[config.mk]
export PLATFORM = sky130hd
export DESIGN_NAME = shift_arbiter_ctrl_flat
export DESIGN_NICKNAME = d
export VERILOG_FILES = /design/src/rtl/shift_arbiter_ctrl_if.sv /design/src/rtl/shift_arbiter_ctrl.sv /design/src/flat_wrapper.sv
export SDC_FILE = /design/constraint.sdc
export NUM_CORES = 1
export LEC_CHECK = 0
export CAP_MARGIN = 0
export CELL_PAD_IN_SITES_DETAIL_PLACEMENT = 1
export CELL_PAD_IN_SITES_GLOBAL_PLACEMENT = 1
export CORE_MARGIN = 2
export CORE_UTILIZATION = 45
export DETAILED_ROUTE_END_ITERATION = 10
export PLACE_DENSITY_LB_ADDON = 0.1
export SKIP_CTS_REPAIR_TIMING = 1
export SYNTH_ARGS = -nofsm -noshare
export SYNTH_HDL_FRONTEND = slang
export SYNTH_SLANG_ARGS = --single-unit
[constraint.sdc]
create_clock -name clk -period 5.9 [get_ports clk]
set_input_delay 0.885 -clock clk [delete_from_list [all_inputs] [get_ports clk]]
set_output_delay 0.885 -clock clk [all_outputs]
set_load 0.03 [all_outputs]
[src/rtl/shift_arbiter_ctrl_if.sv]
`default_nettype none
// ============================================================================
// Module      : shift_arbiter_ctrl_if
// Description : Requester/arbiter bundle for shift_arbiter_ctrl. Two request
//               ports (operand, count, op, combinational grant) plus the
//               shared result return (busy, done pulse, id, result).
// Revision    : 1.0 - initial release
// ============================================================================
interface shift_arbiter_ctrl_if #(
  parameter int DATA_WIDTH = 32,
  parameter int ADDR_WIDTH = 5
);
  // Port 0: ALU shift path
  logic                  req0;
  logic [DATA_WIDTH-1:0] data0;
  logic [ADDR_WIDTH-1:0] count0;
  logic [1:0]            op0;
  logic                  gnt0;
  // Port 1: load/store byte-align path
  logic                  req1;
  logic [DATA_WIDTH-1:0] data1;
  logic [ADDR_WIDTH-1:0] count1;
  logic [1:0]            op1;
  logic                  gnt1;
  // Shared result return
  logic                  busy;
  logic                  done;
  logic                  done_id;
  logic [DATA_WIDTH-1:0] result;

  // Requester side
  modport master (
    output req0, data0, count0, op0,
    output req1, data1, count1, op1,
    input  gnt0, gnt1, busy, done, done_id, result
  );

  // Arbiter side
  modport slave (
    input  req0, data0, count0, op0,
    input  req1, data1, count1, op1,
    output gnt0, gnt1, busy, done, done_id, result
  );
endinterface
`default_nettype wire

[src/rtl/shift_arbiter_ctrl.sv]
`default_nettype none
// ============================================================================
// Module      : shift_arbiter_ctrl
// Description : Two-port round-robin arbiter and sequencer for one shared
//               barrel shifter (sll/srl/sra/rotr). Captures the winner's
//               operands at grant, shifts from registers, registers the
//               result and returns it with a one-cycle done pulse + id.
//               Optional build macro: SHIFT_ARB_ZERO_SKIP_EN (count==0 ops
//               bypass the SHIFT state and complete one cycle earlier).
// Revision    : 1.0 - initial release
// ============================================================================
module shift_arbiter_ctrl #(
  parameter int DATA_WIDTH = 32,
  parameter int ADDR_WIDTH = 5
) (
  input wire                  clk,
  input wire                  rst,
  shift_arbiter_ctrl_if.slave bus
);

  localparam logic [1:0] C_IDLE  = 2'd0;
  localparam logic [1:0] C_SHIFT = 2'd1;
  localparam logic [1:0] C_DONE  = 2'd2;

  logic [1:0]            state_q,  state_d;
  logic                  last_q,   last_d;
  logic                  id_q,     id_d;
  logic [DATA_WIDTH-1:0] data_q,   data_d;
  logic [ADDR_WIDTH-1:0] count_q,  count_d;
  logic [1:0]            op_q,     op_d;
  logic [DATA_WIDTH-1:0] result_q, result_d;

  logic                  w_any_req;
  logic                  w_win_id;
  logic                  w_accept;
  logic                  w_zero_skip;
  logic [DATA_WIDTH-1:0] w_win_data;
  logic [ADDR_WIDTH-1:0] w_win_count;
  logic [1:0]            w_win_op;
  logic [DATA_WIDTH-1:0] w_shift_out;

  // Arbitration: a lone requester wins; on a tie the port that did not win last time wins
  always_comb begin
    w_any_req = bus.req0 | bus.req1;
    if (bus.req0 && bus.req1) begin
      w_win_id = ~last_q;
    end else begin
      w_win_id = bus.req1;
    end
    w_win_data  = w_win_id ? bus.data1  : bus.data0;
    w_win_count = w_win_id ? bus.count1 : bus.count0;
    w_win_op    = w_win_id ? bus.op1    : bus.op0;
    // Grants only leave the block from IDLE and never while reset is held
    w_accept    = (state_q == C_IDLE) && w_any_req && !rst;
  end

`ifdef SHIFT_ARB_ZERO_SKIP_EN
  // A zero shift is the identity, so such ops skip straight to DONE
  assign w_zero_skip = (w_win_count == '0);
`else
  assign w_zero_skip = 1'b0;
`endif

  // Barrel shifter working purely from the latched operands
  always_comb begin
    case (op_q)
      2'd0:    w_shift_out = data_q << count_q;
      2'd1:    w_shift_out = data_q >> count_q;
      2'd2:    w_shift_out = $unsigned($signed(data_q) >>> count_q);
      default: w_shift_out = DATA_WIDTH'({data_q, data_q} >> count_q);
    endcase
  end

  // FSM state register
  always_ff @(posedge clk or posedge rst) begin
    if (rst) begin
      state_q <= C_IDLE;
    end else begin
      state_q <= state_d;
    end
  end

  // FSM next-state logic
  always_comb begin
    state_d = state_q;
    case (state_q)
      C_IDLE:  if (w_accept) state_d = w_zero_skip ? C_DONE : C_SHIFT;
      C_SHIFT: state_d = C_DONE;
      C_DONE:  state_d = C_IDLE;
      default: state_d = C_IDLE;
    endcase
  end

  // FSM outputs: Mealy grants in IDLE, Moore busy/done from the state
  always_comb begin
    bus.gnt0    = w_accept && !w_win_id;
    bus.gnt1    = w_accept &&  w_win_id;
    bus.busy    = (state_q != C_IDLE);
    bus.done    = (state_q == C_DONE);
    bus.done_id = (state_q == C_DONE) && id_q;
    bus.result  = result_q;
  end

  // Datapath next values: capture at grant, register shift result, rotate priority at done
  always_comb begin
    data_d   = data_q;
    count_d  = count_q;
    op_d     = op_q;
    id_d     = id_q;
    last_d   = last_q;
    result_d = result_q;
    case (state_q)
      C_IDLE: begin
        if (w_accept) begin
          data_d  = w_win_data;
          count_d = w_win_count;
          op_d    = w_win_op;
          id_d    = w_win_id;
          if (w_zero_skip) begin
            result_d = w_win_data;
          end
        end
      end
      C_SHIFT: result_d = w_shift_out;
      C_DONE:  last_d   = id_q;
      default: ;
    endcase
  end

  // Datapath registers; last resets to 1 so port 0 wins the first tie
  always_ff @(posedge clk or posedge rst) begin
    if (rst) begin
      data_q   <= '0;
      count_q  <= '0;
      op_q     <= '0;
      id_q     <= 1'b0;
      last_q   <= 1'b1;
      result_q <= '0;
    end else begin
      data_q   <= data_d;
      count_q  <= count_d;
      op_q     <= op_d;
      id_q     <= id_d;
      last_q   <= last_d;
      result_q <= result_d;
    end
  end

endmodule
`default_nettype wire
[src/flat_wrapper.sv]
// flat-port wrapper written by rule: the top's interface ports become plain ports
module shift_arbiter_ctrl_flat 
#(
  parameter int DATA_WIDTH = 32,
  parameter int ADDR_WIDTH = 5
)
  (clk, rst, bus_req0, bus_data0, bus_count0, bus_op0, bus_req1, bus_data1, bus_count1, bus_op1, bus_gnt0, bus_gnt1, bus_busy, bus_done, bus_done_id, bus_result);
  shift_arbiter_ctrl_if #(.DATA_WIDTH(DATA_WIDTH), .ADDR_WIDTH(ADDR_WIDTH)) bus_i ();
  input wire clk;
  input wire rst;
  input wire logic [$bits(bus_i.req0)-1:0] bus_req0;
  input wire logic [$bits(bus_i.data0)-1:0] bus_data0;
  input wire logic [$bits(bus_i.count0)-1:0] bus_count0;
  input wire logic [$bits(bus_i.op0)-1:0] bus_op0;
  input wire logic [$bits(bus_i.req1)-1:0] bus_req1;
  input wire logic [$bits(bus_i.data1)-1:0] bus_data1;
  input wire logic [$bits(bus_i.count1)-1:0] bus_count1;
  input wire logic [$bits(bus_i.op1)-1:0] bus_op1;
  output wire logic [$bits(bus_i.gnt0)-1:0] bus_gnt0;
  output wire logic [$bits(bus_i.gnt1)-1:0] bus_gnt1;
  output wire logic [$bits(bus_i.busy)-1:0] bus_busy;
  output wire logic [$bits(bus_i.done)-1:0] bus_done;
  output wire logic [$bits(bus_i.done_id)-1:0] bus_done_id;
  output wire logic [$bits(bus_i.result)-1:0] bus_result;
  assign bus_i.req0 = bus_req0;
  assign bus_i.data0 = bus_data0;
  assign bus_i.count0 = bus_count0;
  assign bus_i.op0 = bus_op0;
  assign bus_i.req1 = bus_req1;
  assign bus_i.data1 = bus_data1;
  assign bus_i.count1 = bus_count1;
  assign bus_i.op1 = bus_op1;
  assign bus_gnt0 = bus_i.gnt0;
  assign bus_gnt1 = bus_i.gnt1;
  assign bus_busy = bus_i.busy;
  assign bus_done = bus_i.done;
  assign bus_done_id = bus_i.done_id;
  assign bus_result = bus_i.result;
  shift_arbiter_ctrl #(.DATA_WIDTH(DATA_WIDTH), .ADDR_WIDTH(ADDR_WIDTH)) u_core (.clk(clk), .rst(rst), .bus(bus_i));
endmodule
==> key figures <==
Critical path
  – CP Max Fanout: 81
  – Critical path endpoint category: output pin
  – Most frequent CP cell: clkdlybuf4s50_1
  – Worst-path cell chain: clkdlybuf4s50_1, o21ai_4, buf_4, nor2_1, clkdlybuf4s50_1
  – CP max stage delay: 0.61 ns
  – WP data required: 5.02 ns
  – R2R setup slack: 2.20 ns
  – CP Launch Type: input port
  – Critical path class: input port to output pin
  – Critical path data arrival time: 2.88 ns
  – CP max stage cell: clkdlybuf4s50_1

Clock tree
  – CTS Buffer Depth: 2
  – Clock Latency Late Sink: 0.36 ns
  – H-tree depth: 3
  – CTS Buf Count: 9
  – CTS clock-pin slew for the worst setup and hold paths: 0.07 ns
  – CTS tree: done
  – Clock Tree Root: clkbuf_16
  – Clk sinks: 75

Synth
  – Synth async-reset ratio: 100.0%
  – Distinct cells, synth: 77
  – Top_reg_cell synth: dfrtp_1
  – Cell with the most instances after synthesis: nand2_1
  – Mapped Nets: 1049
  – YS warnings: 0
  – Most frequent cells after synthesis: nand2_1, mux2i_1, o21ai_0, dfrtp_1, nor2_1
  – Number of flops mapped to enable cells by yosys: 0
  – Seq/Total Area, Yosys: 23.11%
  – Top cells by area, synth: dfrtp_1, mux2i_1, mux4_2
  – Largest area contributor in the netlist: dfrtp_1
  – Synth top area share: 22.78%
  – Synthesis-stage register bit count: 75
  – Mapped Area: 8128 sq um
  – Post-synthesis average cell area: 8.405 sq um
  – Cells after Synth: 967

Pwr
  – Pwr Total: 4.791 mW
  – Power Density: 502.9 nW/um^2
  – LEAKAGE: 3.751 nW
  – Peak supply drop: 0.0002656 V

STA
  – Fin. Hold Viols: 0
  – Fin crit share: 63.73%
  – Fmax: 0.2659 GHz
  – TNS Setup: 0 ns
  – RSZ-0062 raised after global routing: no
  – Slew Limit Fails: 0
  – Setup Viol. Count Final: 0
  – Max-slew headroom: 31.03%
  – Final clock skew: 0.01287 ns
  – Slew at the pin closest to its max-slew limit: 1.031 ns
  – Final worst path period need: 3.760 ns

Floorplan
  – Die Y-Extent: 138.4 microns
  – Starting Density: 45.56%
  – Die Wd: 138.4 microns
  – Total die area: 19150 sq um
  – Row count: 49
  – I/O pins: 119
  – Core Region: 17840 sq um

Cells and area
  – Filler instances: 2142
  – Final instance area: 9527 sq um
  – Final cell count without fillers: 1245
  – Nets: 1093
  – Antenna cells: 0
  – Final core utilization: 53.40%
  – Layout cell share with drive strength beyond 1: 12.89%
  – Area Overhead vs Synth: 17.21%

Global routing
  – Initial antenna violation count: 0
  – First-pass GRT wire length: 52050 microns
  – Pin count of the biggest net entering global routing: 82
  – Total track usage: 35.13%
  – Vias in the first global route: 8499
  – GR Overflow Total: 0

Place
  – Detail Placement HPWL: 25020 microns
  – Cells after DPL: 1229
  – Port Buffers: 118
  – Area post-placement: 9255 sq um
  – Gpl congestion: 1.055

Run status
  – Status: completed

Route
  – Final WL: 33940 microns
  – Via Count: 8539
  – Vias per inst: 6.859
  – # DRC: 0
  – Per-cell routed wire length: 27.26 microns
  – Post-route ant nets: 0
  – Drt first pass iters: 5
  – Starting DRT DRC Count: 977

Run
  – Max-Cap Viols: 0

Worst hold path
  – Hold Crit Class: register to register
[area by class of cell]
| cell class | count | area, sq um | area share, % |
|---|---|---|---|
| multi-input combinational | 784 | 5756 | 60.42 |
| sequential | 75 | 1886 | 19.79 |
| timing repair buffer | 134 | 1301 | 13.66 |
| tap | 229 | 286.5 | 3.008 |
| clock buffer | 10 | 229.0 | 2.403 |
| clock inverter | 6 | 42.54 | 0.4465 |
| inverter | 7 | 26.28 | 0.2758 |
[placed cells by master, fill, tap and decap left out, drive strengths merged, types with 5 or more instances in the layout]
| master | count |
|---|---|
| nand3 | 16 |
| a32oi | 6 |
| clkdlybuf4s50 | 118 |
| a32o | 5 |
| a211oi | 8 |
| a21o | 5 |
| dfrtp | 74 |
| and2 | 13 |
| o211ai | 7 |
| buf | 16 |
| o21a | 5 |
| nor2 | 71 |
| inv | 6 |
| mux4 | 28 |
| a21oi | 34 |
| o221ai | 8 |
| nor3 | 19 |
| a31oi | 10 |
| mux2 | 49 |
| clkbuf | 10 |
| a22oi | 7 |
| o21ai | 84 |
| or2 | 8 |
| clkinv | 5 |
| o32a | 7 |
| nand2 | 129 |
| nor2b | 12 |
| mux2i | 120 |
| a221o | 5 |
| o31ai | 7 |
| a211o | 8 |
| o22ai | 34 |
| a221oi | 7 |
| nand2b | 17 |
[logic make-up after synthesis]
kind of cell / after synthesis / synth area share [%]
mux: 197 / 29.88
simple gates: 301 / 16.64
compound gates: 286 / 24.02
flops: 75 / 23.11
buf+inv: 108 / 6.358
[registers in the layout, indices dropped and copies added (netlist names)]
register           cells
u_core.bus.result     32
u_core.count_q         5
u_core.data_q         32
u_core.id_q            1
u_core.last_q          1
u_core.op_q            2
u_core.state_q         2
[final timing paths]
kind / endpoint / cells past startpoint / startpoint
setup / recovery: bus_gnt0 / 5 / bus_req0
hold / removal: u_core.bus.result[3]$_DFFE_PP0N_ / 1 / u_core.bus.result[3]$_DFFE_PP0N_
setup reg to reg: u_core.bus.result[15]$_DFFE_PP0N_ / 7 / u_core.count_q[0]$_DFFE_PP0P_
hold reg to reg: u_core.bus.result[3]$_DFFE_PP0N_ / 1 / u_core.bus.result[3]$_DFFE_PP0N_
max in group asynchronous: u_core.count_q[0]$_DFFE_PP0P_ / 3 / rst
min in group asynchronous: u_core.state_q[1]$_DFFE_PP0P_ / 2 / rst
[through the flow]
stage | hold WS (ns) | setup WS (ns)
finish | 0.4838 | 2.140
global route | 0.5170 | 1.987
CTS | 0.4846 | 2.120
detailed placement | 0.4696 | 2.133
global placement | 0.4635 | 2.180
floorplan | 0.4580 | 3.107
[critical path, delay by kind of cell]
| family | cells | cell delay [ns] |
|---|---|---|
| buffers and inverters | 3 | 1.69 |
| AO/OA/AOI/OAI | 1 | 0.17 |
| AND/OR/NAND/NOR | 1 | 0.11 |
[metal layers]
layer  wire length (microns)  track usage [%]  vias to the layer above
met5                       0                0                        -
met4                    1784            18.47                        0
met3                    3631            10.50                       95
met2                   14570            50.94                      497
met1                   13950            47.26                     4204
li1                        -                -                     3743
[power by group]
group          total [mW]  switching (mW)  internal [mW]
clock network       0.531           0.246          0.285
registers            1.12           0.417          0.700
logic                3.14            1.90           1.25
(Power assumes the default switching activity.)
